File: src/rtl/hazard_scoreboard.sv
// Decode-stage hazard and forwarding controller.
// A shadow tracker follows every instruction from EX (stage 1) to stage DEPTH.
// From it the block derives forwarding selects, load-use stalls, data-memory
// wait holds/bubbles and multi-cycle redirect flushes, and it counts stall cycles.
module hazard_scoreboard #(
   parameter int NREG       = 32,
   parameter int DEPTH      = 3,
   parameter int MEM_STAGE  = 2,
   parameter int BR_PENALTY = 1,
   parameter int CNTW       = 32,
   localparam int RW        = $clog2(NREG),
   localparam int SW        = $clog2(DEPTH + 1)
) (
   input  logic              CLK,
   input  logic              nRST,
   input  logic              dec_valid,
   input  logic [RW-1:0]     dec_rs,
   input  logic [RW-1:0]     dec_rt,
   input  logic              dec_rs_used,
   input  logic              dec_rt_used,
   input  logic              dec_wr,
   input  logic [RW-1:0]     dec_dest,
   input  logic              dec_is_load,
   input  logic              dec_is_mem,
   input  logic              ex_redirect,
   input  logic              dhit,
   output logic              issue,
   output logic              dec_stall,
   output logic              fetch_flush,
   output logic              decode_flush,
   output logic [DEPTH-1:0]  stage_hold,
   output logic [DEPTH-1:0]  stage_bubble,
   output logic [SW-1:0]     fw_a,
   output logic [SW-1:0]     fw_b,
   output logic [1:0]        state,
   output logic [CNTW-1:0]   stall_cnt
);

   // Redirect countdown only needs to hold BR_PENALTY-1.
   localparam int CW = (BR_PENALTY > 1) ? $clog2(BR_PENALTY) : 1;

   typedef enum logic [1:0] {
      RUN      = 2'd0,
      MEMWAIT  = 2'd1,
      REDIRECT = 2'd2
   } state_t;

   state_t            cur_state;
   state_t            nxt_state;
   logic [CW-1:0]     flush_cnt;
   logic [CW-1:0]     nxt_flush_cnt;
   logic              flush;

   // Tracker: bit/element k-1 describes stage k. The mem flag is only
   // needed up to the memory stage, so it is kept no deeper than that.
   logic [DEPTH-1:0]     trk_v;
   logic [DEPTH-1:0]     trk_wr;
   logic [DEPTH-1:0]     trk_ld;
   logic [RW-1:0]        trk_dest [DEPTH];
   logic [MEM_STAGE-1:0] trk_mem;

   logic mem_wait;
   logic haz_a;
   logic haz_b;
   logic redir_take;

   // Find the youngest in-flight producer of src. Returns {hazard, stage}.
   // A load producer is a hazard until its data is available: before the
   // memory stage always, in the memory stage only while dhit is low.
   function automatic logic [SW:0] src_lookup(input logic [RW-1:0] src,
                                              input logic          used);
      logic [SW-1:0] k_hit;
      logic          haz;
      k_hit = '0;
      haz   = 1'b0;
      if (used && (src != '0)) begin
         // Walk oldest to youngest so the smallest matching stage wins.
         for (int k = DEPTH; k >= 1; k--) begin
            if (trk_v[k-1] && trk_wr[k-1] && (trk_dest[k-1] == src)) begin
               k_hit = SW'(k);
               haz   = trk_ld[k-1] &&
                       ((k < MEM_STAGE) || ((k == MEM_STAGE) && !dhit));
            end
         end
      end
      return {haz, k_hit};
   endfunction

   assign mem_wait   = trk_v[MEM_STAGE-1] & trk_mem[MEM_STAGE-1] & ~dhit;
   assign redir_take = ex_redirect & trk_v[0] & ~mem_wait;

   // Forwarding selects and per-source load-use hazards.
   always_comb begin
      {haz_a, fw_a} = src_lookup(dec_rs, dec_rs_used);
      {haz_b, fw_b} = src_lookup(dec_rt, dec_rt_used);
   end

   // Memory wait freezes stages 1..MEM_STAGE and drops a nop into the next one.
   always_comb begin
      stage_hold   = '0;
      stage_bubble = '0;
      for (int k = 0; k < DEPTH; k++) begin
         stage_hold[k]   = mem_wait && (k < MEM_STAGE);
         stage_bubble[k] = mem_wait && (k == MEM_STAGE);
      end
   end

   // Decode-side control: a flush overrides any stall.
   always_comb begin
      decode_flush = flush;
      fetch_flush  = flush;
      dec_stall    = dec_valid & (haz_a | haz_b | mem_wait) & ~flush;
      issue        = dec_valid & ~dec_stall & ~flush;
   end

   // Next-state logic: redirects are only honoured once stage 1 is free
   // to advance; the redirect countdown keeps running through a memory wait.
   always_comb begin
      nxt_state     = cur_state;
      nxt_flush_cnt = flush_cnt;
      flush         = 1'b0;
      case (cur_state)
         RUN, MEMWAIT: begin
            if (mem_wait) begin
               nxt_state = MEMWAIT;
            end else if (redir_take) begin
               flush         = 1'b1;
               nxt_flush_cnt = CW'(BR_PENALTY - 1);
               nxt_state     = (BR_PENALTY > 1) ? REDIRECT : RUN;
            end else begin
               nxt_state = RUN;
            end
         end
         REDIRECT: begin
            flush = 1'b1;
            if (flush_cnt <= CW'(1)) begin
               nxt_flush_cnt = '0;
               nxt_state     = RUN;
            end else begin
               nxt_flush_cnt = flush_cnt - CW'(1);
            end
         end
         default: begin
            nxt_state     = RUN;
            nxt_flush_cnt = '0;
         end
      endcase
   end

   // State register and redirect countdown.
   always_ff @(posedge CLK or negedge nRST) begin
      if (!nRST) begin
         cur_state <= RUN;
         flush_cnt <= '0;
      end else begin
         cur_state <= nxt_state;
         flush_cnt <= nxt_flush_cnt;
      end
   end

   assign state = cur_state;

   // Tracker valid bits: hold, bubble, or shift down one stage.
   always_ff @(posedge CLK or negedge nRST) begin
      if (!nRST) begin
         trk_v <= '0;
      end else begin
         if (!stage_hold[0]) begin
            trk_v[0] <= issue;
         end
         for (int k = 1; k < DEPTH; k++) begin
            if (stage_hold[k]) begin
               trk_v[k] <= trk_v[k];
            end else if (stage_bubble[k]) begin
               trk_v[k] <= 1'b0;
            end else begin
               trk_v[k] <= trk_v[k-1];
            end
         end
      end
   end

   // Tracker payload: meaningful only where the matching valid bit is set.
   always_ff @(posedge CLK) begin
      if (!stage_hold[0]) begin
         trk_wr[0]   <= dec_wr;
         trk_dest[0] <= dec_dest;
         trk_ld[0]   <= dec_is_load;
         trk_mem[0]  <= dec_is_mem;
      end
      for (int k = 1; k < DEPTH; k++) begin
         if (!stage_hold[k]) begin
            trk_wr[k]   <= trk_wr[k-1];
            trk_dest[k] <= trk_dest[k-1];
            trk_ld[k]   <= trk_ld[k-1];
         end
      end
      for (int k = 1; k < MEM_STAGE; k++) begin
         if (!stage_hold[k]) begin
            trk_mem[k] <= trk_mem[k-1];
         end
      end
   end

   // Saturating count of cycles in which decode was stalled.
   always_ff @(posedge CLK or negedge nRST) begin
      if (!nRST) begin
         stall_cnt <= '0;
      end else if (dec_stall && (stall_cnt != '1)) begin
         stall_cnt <= stall_cnt + CNTW'(1);
      end
   end

endmodule

File: config.mk
export PLATFORM = sky130hd
export DESIGN_NAME = hazard_scoreboard
export DESIGN_NICKNAME = d
export VERILOG_FILES = /design/src/rtl/hazard_scoreboard.sv
export SDC_FILE = /design/constraint.sdc
export NUM_CORES = 1
export LEC_CHECK = 0
export ABC_AREA = 1
export CAP_MARGIN = 5
export CORE_ASPECT_RATIO = 1.5
export CORE_MARGIN = 5
export CORE_UTILIZATION = 56
export CTS_BUF_LIST = sky130_fd_sc_hd__clkbuf_8 sky130_fd_sc_hd__clkbuf_16
export DETAILED_ROUTE_END_ITERATION = 12
export PLACE_DENSITY = 0.87
export SYNTH_ARGS = -nofsm -noshare
export SYNTH_HDL_FRONTEND = slang
export SYNTH_SLANG_ARGS = --single-unit
File: constraint.sdc
create_clock -name CLK -period 4.1 [get_ports CLK]
set_input_delay 0.82 -clock CLK [delete_from_list [all_inputs] [get_ports CLK]]
set_output_delay 0.82 -clock CLK [all_outputs]
set_load 0.01 [all_outputs]
==> flow_summary.toml <==
[setup_path]
reg2regPathDepth = 10
worst-setup-path-type = "primary input to output port"
endpoint = "issue"
crit_path_top_delay_cell = "clkdlybuf4s50_1"
start_kind = "primary input"
reg2reg_from = "stall_cnt[1]"
reg2reg_slack_ps = 1830
critical_path_required_ps = 3280
crit_start = "dec_rs[3]"
slowest_delay_ps = 540
cp_max_fo = 4
path_cells = "clkdlybuf4s50_1, inv_2, nand4_1, o21ai_0, nor2_1, nand2_1, nand3_4, nor2_1, clkdlybuf4s50_1"
worst_setup_path_end_kind = "output port"
regToRegEndpoint = "stall_cnt[25]"
crit_arrival_ps = 2920

[global_routing]
grt_first_pass_wirelength_mm = 18.0
grt-ovfl-total = 0
grt_start_max_net_pins = 35
antenna_found_initial = 0
grt_use_total_pct = 30.0
grt_pass1_vias = 3716

[cells_and_area]
syn_to_final_growth_pct = 25.8
final_util_pct = 71.3
antenna_cells = 0
fillers = 536
final_nets = 587
drive_gt1_share_pct = 7.42
final_cell_area_sq_mm = 0.00456

[logic_synthesis]
ys_seq_area_share_pct = 41.4
synth_common_cells = "nand2_1, inv_1, nor2_1"
syn_area_sq_mm = 0.00362
synth_cells = 491
synth-edff-count = 16
avgSynthCellArea_sq_um = 7.38
synth_top_flop_cell = "dfrtp_1"
synth_cell_type_count = 33
synth-seq-cells = 58
synth-warning-count = 0
synth.most_common_cell = "nand2_1"
netlist_top_cells_area = "dfrtp_1, nand2_1, edfxtp_1"
async_flop_share_pct = 62.1
yosysTopAreaCell = "dfrtp_1"
synth_top_cell_area_share_pct = 24.9

[placed_design]
gp_congestion = 1.00
numPortBuffers = 68
placed_area_sq_mm = 0.00434
dpl.hpwl_mm = 8.54

[detailed_routing]
firstDrtPassIters = 5
routedWlPerCell_um = 17.3
num_vias = 3612
vias_per_cell = 5.63
drtIter0Drc = 131
wirelength_mm = 11.1
postRouteAntennaNets = 0
drcViolationCount = 0

[floorplan]
dieArea_sq_mm = 0.00821
die_w_um = 75.7
core_sq_mm = 0.00640
start_util_pct = 56.7
ios = 73
die_h_um = 109
rows = 36

[clock_tree]
cts.path.max_buffers = 2
clock_latency_ps = 340
post_cts_resized = 0
numCtsBuffers = 9
post-cts-setup-buffers = 0
clk_pin_slew_ps = 70
cts-root-buf = "clkbuf_8"
htreeDepth = 3
cts_sinks = 58
cts_tree = "yes"
hold_buffers = 0

[pwr]
p_per_area_mw_per_mm2 = 338
p_total_mw = 1.54
p_switching_mw = 0.451
p_leak_nw = 2.18
p_comb_share_pct = 17.2
power.internal_mw = 1.09
max-vdd-ir-drop_mv = 0.316
clkPwrFrac_pct = 37.5
swShare_pct = 29.2
p_seq_share_pct = 45.3

[run_status]
status = "finished, final reports clean"

[job]
cap_violations = 0

[sta]
period_minus_slack_ps = 3740
fin_crit_sh_pct = 91.2
setup_viol = 0
final.setup.tns_ps = 0
slew-limit-headroom_pct = 41.1
rsz0062_at_grt = "false"
tightest_slew_ps = 880
fin_hold_ws_ps = 387
drv_slew = 0
hold_viol_final = 0
fin_skew_ps = 9.72
max_freq_mhz = 267

[worst_hold_path]
hold_start = "trk_wr[1]"
holdCritPathClass = "register to register"
## routing by layer
| metal | up-vias | share of wire, % | global-route usage [%] | wire length, um |
|---|---|---|---|---|
| met2 | 144 | 54 | 54.8 | 6060 |
| met4 | 0 | 5.9 | 17.6 | 656 |
| met3 | 43 | 5.0 | 5.86 | 560 |
| met1 | 1694 | 35 | 29.9 | 3860 |
| met5 | - | 0 | 0 | 0 |
| li1 | 1731 | - | - | - |
## cell families after synthesis
group	Yosys count	synth area share, %
compound gates	17	2.49
other cells	1	0.103
xor+xnor	33	7.98
flops	58	41.4
simple gates	306	38.3
fa+ha+maj	1	0.345
buf+inv	75	9.39
## worst max-delay path: cells and delay by family
kind | cells | cell delay (ps)
simple gates | 5 | 500
compound gates | 1 | 360
buf+inv | 3 | 1230
## through the flow
stage	instances	setup slack, ps
after detailed placement	626	336
final	642	361
after global routing	642	195
after floorplan	494	1170
after global placement	626	366
after CTS	642	331
## state kept, by name, indices dropped and copies added, names as in the netlist
name / flops
state: 1
trk_wr: 3
trk_v: 3
trk_ld: 2
trk_mem: 2
trk_dest: 15
stall_cnt: 32
## cell type report
class                      count  area (sq um)  share of cell area (%)
inverter                      55           206                    4.53
clock inverter                 5          60.1                    1.32
multi-input combinational    361          1790                    39.3
clock buffer                  11           163                    3.57
tap                           76          95.1                    2.09
sequential                    58          1500                    32.9
timing repair buffer          76           741                    16.2
## how the worst min path moves through the flow
stage,to,slack (ps),depth (start not counted)
6_report,trk_wr[2],390,0
5_1_grt,trk_wr[2],410,0
4_1_cts,trk_wr[2],390,0
3_5_place_dp,trk_wr[2],370,0
3_3_place_gp,trk_wr[2],350,0
2_1_floorplan,trk_wr[2],350,0
## power groups by stage
stage,logic [mW],registers [mW],clock network [mW]
2_1_floorplan,0.139,0.699,0
3_3_place_gp,0.260,0.707,0
3_5_place_dp,0.262,0.709,0
4_1_cts,0.266,0.698,0.588
5_1_grt,0.294,0.706,0.624
6_report,0.265,0.700,0.578
## cell usage in the layout (no fill, tap or decap), drive strengths merged, types with 5 or more instances in the layout
master and n:
edfxtp 16, buf 8, nand4 42, nand3 20, inv 55, nor2 50, xnor2 5, dfxtp 6
o21ai 5, nor3 19, dfrtp 36, clkdlybuf4s50 68, xor2 28, nand2 165, clkbuf 11, a21oi 8
Note: power is estimated with default switching activity, not from simulation.
